**src/rtl/axi4_lite_rd_pipe.sv**
```systemverilog
// AXI4-Lite read master with up to MAX_OUT reads in flight, in-order tag return,
// a registered response stage and a sticky response watchdog.
module axi4_lite_rd_pipe #(
    parameter int ADDR_W      = 32,
    parameter int DATA_W      = 32,
    parameter int TAG_W       = 4,
    parameter int MAX_OUT     = 4,
    parameter int TIMEOUT_CYC = 1024
) (
    input  logic                       clk,
    input  logic                       arst,
    input  logic [ADDR_W-1:0]          req_addr,
    input  logic [TAG_W-1:0]           req_tag,
    input  logic                       req_valid,
    output logic                       req_ready,
    output logic [DATA_W-1:0]          rsp_data,
    output logic [1:0]                 rsp_resp,
    output logic [TAG_W-1:0]           rsp_tag,
    output logic                       rsp_valid,
    input  logic                       rsp_ready,
    output logic [ADDR_W-1:0]          m_axi_araddr,
    output logic [2:0]                 m_axi_arprot,
    output logic                       m_axi_arvalid,
    input  logic                       m_axi_arready,
    input  logic [DATA_W-1:0]          m_axi_rdata,
    input  logic [1:0]                 m_axi_rresp,
    input  logic                       m_axi_rvalid,
    output logic                       m_axi_rready,
    output logic [$clog2(MAX_OUT):0]   outstanding,
    output logic                       timeout_err
);

    localparam int OW = $clog2(MAX_OUT) + 1;
    localparam int PW = (MAX_OUT > 1) ? $clog2(MAX_OUT) : 1;
    localparam int WW = (TIMEOUT_CYC > 0) ? $clog2(TIMEOUT_CYC + 1) : 1;
    localparam logic [OW-1:0] OUT_LIMIT = OW'(MAX_OUT);
    localparam logic [PW-1:0] PTR_LAST  = PW'(MAX_OUT - 1);
    localparam logic [WW-1:0] WD_MAX    = WW'(TIMEOUT_CYC);
    localparam logic [WW-1:0] WD_LAST   = (TIMEOUT_CYC > 0) ? WW'(TIMEOUT_CYC - 1) : '0;

    logic [TAG_W-1:0] tag_mem [MAX_OUT];
    logic [PW-1:0]    wr_ptr;
    logic [PW-1:0]    rd_ptr;
    logic [WW-1:0]    wd_cnt;
    logic             accept;
    logic             r_hs;
    logic             wd_run;

    // A same-cycle R handshake does not free a credit for the request side.
    assign req_ready    = (!m_axi_arvalid || m_axi_arready) && (outstanding < OUT_LIMIT);
    assign m_axi_rready = (!rsp_valid || rsp_ready) && (outstanding != '0);
    assign m_axi_arprot = 3'b000;
    assign accept       = req_valid && req_ready;
    assign r_hs         = m_axi_rvalid && m_axi_rready;
    assign wd_run       = (outstanding != '0) && !r_hs;

    function automatic logic [PW-1:0] ptr_next(input logic [PW-1:0] p);
        return (p == PTR_LAST) ? '0 : p + 1'b1;
    endfunction

    always_ff @(posedge clk or posedge arst) begin
        if (arst) begin
            m_axi_araddr  <= '0;
            m_axi_arvalid <= 1'b0;
        end else if (accept) begin
            m_axi_araddr  <= req_addr;
            m_axi_arvalid <= 1'b1;
        end else if (m_axi_arready) begin
            m_axi_arvalid <= 1'b0;
        end
    end

    always_ff @(posedge clk or posedge arst) begin
        if (arst) begin
            outstanding <= '0;
            wr_ptr      <= '0;
            rd_ptr      <= '0;
        end else begin
            if (accept && !r_hs) begin
                outstanding <= outstanding + 1'b1;
            end else if (!accept && r_hs) begin
                outstanding <= outstanding - 1'b1;
            end
            if (accept) begin
                wr_ptr <= ptr_next(wr_ptr);
            end
            if (r_hs) begin
                rd_ptr <= ptr_next(rd_ptr);
            end
        end
    end

    always_ff @(posedge clk) begin
        if (accept) begin
            tag_mem[wr_ptr] <= req_tag;
        end
    end

    always_ff @(posedge clk or posedge arst) begin
        if (arst) begin
            rsp_data  <= '0;
            rsp_resp  <= '0;
            rsp_tag   <= '0;
            rsp_valid <= 1'b0;
        end else if (r_hs) begin
            rsp_data  <= m_axi_rdata;
            rsp_resp  <= m_axi_rresp;
            rsp_tag   <= tag_mem[rd_ptr];
            rsp_valid <= 1'b1;
        end else if (rsp_ready) begin
            rsp_valid <= 1'b0;
        end
    end

    // Counter saturates at the limit; with TIMEOUT_CYC == 0 it never leaves zero.
    always_ff @(posedge clk or posedge arst) begin
        if (arst) begin
            wd_cnt      <= '0;
            timeout_err <= 1'b0;
        end else begin
            if (!wd_run) begin
                wd_cnt <= '0;
            end else if (wd_cnt != WD_MAX) begin
                wd_cnt <= wd_cnt + 1'b1;
            end
            if ((TIMEOUT_CYC > 0) && wd_run && (wd_cnt == WD_LAST)) begin
                timeout_err <= 1'b1;
            end
        end
    end

endmodule

```
**config.mk**
```make
export PLATFORM = sky130hd
export DESIGN_NAME = axi4_lite_rd_pipe
export DESIGN_NICKNAME = d
export VERILOG_FILES = /design/src/rtl/axi4_lite_rd_pipe.sv
export SDC_FILE = /design/constraint.sdc
export NUM_CORES = 1
export LEC_CHECK = 0
export ABC_AREA = 1
export BUFFER_PORTS_ARGS = -buffer_cell sky130_fd_sc_hd__buf_4
export CORE_MARGIN = 1
export CORE_UTILIZATION = 50
export CTS_CLUSTER_DIAMETER = 80
export DETAILED_ROUTE_END_ITERATION = 12
export GPL_ROUTABILITY_DRIVEN = 1
export HOLD_SLACK_MARGIN = 0.05
export PLACE_DENSITY = 0.82
export SLEW_MARGIN = 40
export SYNTH_ARGS = -nofsm -noshare
export SYNTH_HDL_FRONTEND = slang
export SYNTH_SLANG_ARGS = --single-unit
```
**constraint.sdc**
```tcl
create_clock -name clk -period 4.2 [get_ports clk]
set_input_delay 1.26 -clock clk [delete_from_list [all_inputs] [get_ports clk]]
set_output_delay 1.26 -clock clk [all_outputs]
set_load 0.02 [all_outputs]
```
==> key figures <==
Cells and area
  – Cell area after layout: 0.00583 sq mm
  – Synth-to-layout area growth: 28.8%
  – Nets: 732
  – Non-filler cells, final: 760
  – Filler cell count: 724
  – Antenna diodes: 0
  – Layout cells sized above 1: 27.3%

Clock network
  – Clock root cell: clkbuf_8
  – Worst skew pair latency: 360 ps
  – Clk slew on worst S/H paths: 90 ps
  – H-tree Lvls: 3
  – CTS Buf Count: 9
  – Clock sink count: 107
  – Post-CTS Resized: 0
  – Cts hold-fix bufs: 0
  – CTS tree: done
  – Post-CTS setup buffers: 0
  – Clock buffer depth: 2

Placement
  – DP HPWL: 6930 um
  – Placed insts: 744
  – Post-Place Cell Area: 0.00567 sq mm
  – # port buffers: 153
  – Gpl congestion: 0.737

Timing
  – Max Fclk: 0.321 GHz
  – Slew margin rel.: 57.9%
  – Slew @ Worst Pin: 630 ps
  – Fin crit period: 3110 ps
  – Unrepaired setup endpoints after global routing: false
  – Worst clock skew: 18.2 ps
  – Final Slew Violations: 0
  – Sum Neg Setup Slack: 0 ps
  – Final hold vios: 0
  – Final period utilization: 74.1%
  – Setup Viol. Count Final: 0

Run status
  – Status: finished clean

Floorplanning
  – I/O pin count: 157
  – Die width: 97.2 um
  – Core area: 0.00876 sq mm
  – Die Y: 97.2 um
  – Initial core utilization: 51.7%
  – # rows: 34
  – Die Area: 0.00944 sq mm

Synth
  – Syn_area_per_cell: 9.06 sq um
  – Synth warn: 0
  – Mapped Cells: 500
  – Ys flop type: dfrtp_1
  – Seq/Total Area, Yosys: 60.9%
  – EDFF count, synth: 16
  – Yosys reg bits: 107
  – Synth unique cells: 28
  – Fraction of registers with async set/reset: 85.0%
  – Mapped Area: 0.00453 sq mm

Critical path
  – WP data required: 2940 ps
  – Crit Path Category: primary input to output pin
  – CP arrival: 1850 ps
  – Worst Path Max Fanout: 3
  – Worst setup SP type: primary input
  – Crit end category: output pin

Detailed routing
  – DR vias/cell: 4.85
  – Vias: 3687
  – Residual DRC count: 0
  – Routed Antenna Nets: 0
  – Final WL: 9640 um
  – Iteration-0 DRC Markers: 119
  – Routed length per instance: 12.7 um
  – 1st-pass router iterations: 4

Hold path
  – Worst Hold Class: flop to flop

Power
  – PD cells: 684 mW/mm^2
  – P_leak: 3.17 nW
  – Worst IR Drop VDD: 376 uV

Global route
  – Largest net degree at the start of global routing: 48
  – GRT Total Usage: 21.3%
  – Initial antenna violation count: 0
  – Vias in the first global route: 3547
  – First-pass GRT wire length: 16200 um
  – GR Overflow Total: 0

Run
  – MaxCap Viol Count: 0
-- where the power goes --
group / switching [mW] / total [mW] / internal [mW]
clock network: 0.319 / 0.549 / 0.231
registers: 0.257 / 1.68 / 1.42
logic: 1.04 / 1.76 / 0.715
-- final timing paths --
check,to,cells past startpoint,slack (ps),startpoint
setup reg to reg,outstanding[1],7,1920,outstanding[0]
max in group asynchronous,timeout_err,3,2600,arst
min in group asynchronous,rsp_data[9],2,960,arst
setup / recovery,m_axi_rready,6,1090,rsp_ready
hold / removal,timeout_err,2,470,timeout_err
hold reg to reg,timeout_err,2,470,timeout_err
-- placed cells by master (no fill, tap or decap) --
master | netlist | final
a21oi_1 | 3 | 3
a21oi_2 | 1 | 1
buf_12 | 0 | 1
buf_4 | 4 | 154
clkbuf_1 | 0 | 3
clkbuf_8 | 0 | 10
clkinv_2 | 0 | 3
conb_1 | 1 | 3
dfrtp_1 | 91 | 91
edfxtp_1 | 16 | 16
fa_1 | 1 | 1
ha_1 | 8 | 8
inv_1 | 31 | 30
inv_2 | 3 | 3
inv_4 | 0 | 1
mux2_2 | 1 | 1
nand2_1 | 247 | 247
nand2_2 | 2 | 2
nand3_1 | 13 | 13
nand3_4 | 1 | 1
nand3b_1 | 1 | 1
nand4_1 | 1 | 1
nor2_1 | 35 | 35
nor2_2 | 1 | 1
nor3_1 | 1 | 1
o21a_1 | 1 | 1
o21ai_0 | 15 | 15
o21ai_1 | 1 | 1
xnor2_1 | 1 | 1
xor2_1 | 3 | 3
-- layout make-up --
cell class	instances	area, sq um	area share (%)
clock buffer	13	149	2.55
tap	108	135	2.32
clock inverter	3	15.0	0.258
timing repair buffer	155	1180	20.2
inverter	34	130	2.23
multi-input combinational	340	1470	25.2
sequential	107	2760	47.3
-- flip-flops by register name, summed over array words and instances, names as in the netlist, 2 cells and up --
| register | flops |
|---|---|
| wr_ptr | 2 |
| tag_mem | 16 |
| rsp_resp | 2 |
| rsp_data | 32 |
| m_axi_araddr | 32 |
| wd_cnt | 11 |
| rsp_tag | 4 |
| outstanding | 3 |
| rd_ptr | 2 |
-- routing by layer --
| metal | global-route usage [%] | share of wire, % | vias to the layer above |
|---|---|---|---|
| met1 | 28.1 | 43 | 1739 |
| li1 | - | - | 1807 |
| met4 | 6.31 | 1.2 | 0 |
| met3 | 5.61 | 7.4 | 8 |
| met5 | 0 | 0 | - |
| met2 | 34.7 | 49 | 133 |
-- worst max-delay path, stage by stage --
cell,delay [ps]
buf_4,110
nor2_1,130
inv_1,110
nand2_1,70
inv_1,40
buf_4,140
-- cells by family after synthesis --
logic type,share of synthesized area (%)
simple gates,26.0
flops,60.9
buf+inv,6.85
compound gates,2.46
fa+ha+maj,2.65
xor+xnor,0.774
other cells,0.0828
mux,0.249
-- metrics by stage --
stage	setup slack (ps)	total power, mW	hold WS (ps)	util [%]
2_1_floorplan	576	2.75	523	-
3_3_place_gp	1070	3.39	462	64.6
3_5_place_dp	992	3.47	456	64.6
4_1_cts	1080	4.03	479	66.5
5_1_grt	1030	4.27	509	66.5
6_report	1090	3.99	474	66.5
-- synthesized netlist by cell type (2+ instances only) --
master    count  area share (%)
a21oi_1       3            0.33
nor2_1       35             2.9
nand2_1     247              20
buf_6        11             2.7
o21ai_0      15             1.7
nand3_1      13             1.4
dfrtp_1      91              50
buf_2         5            0.55
inv_1        31             2.6
xor2_1        3            0.58
inv_2         3            0.25
edfxtp_1     16              11
nand2_2       2            0.28
ha_1          8             2.2
buf_4         4            0.66
Power figures use the tool's default switching activity.
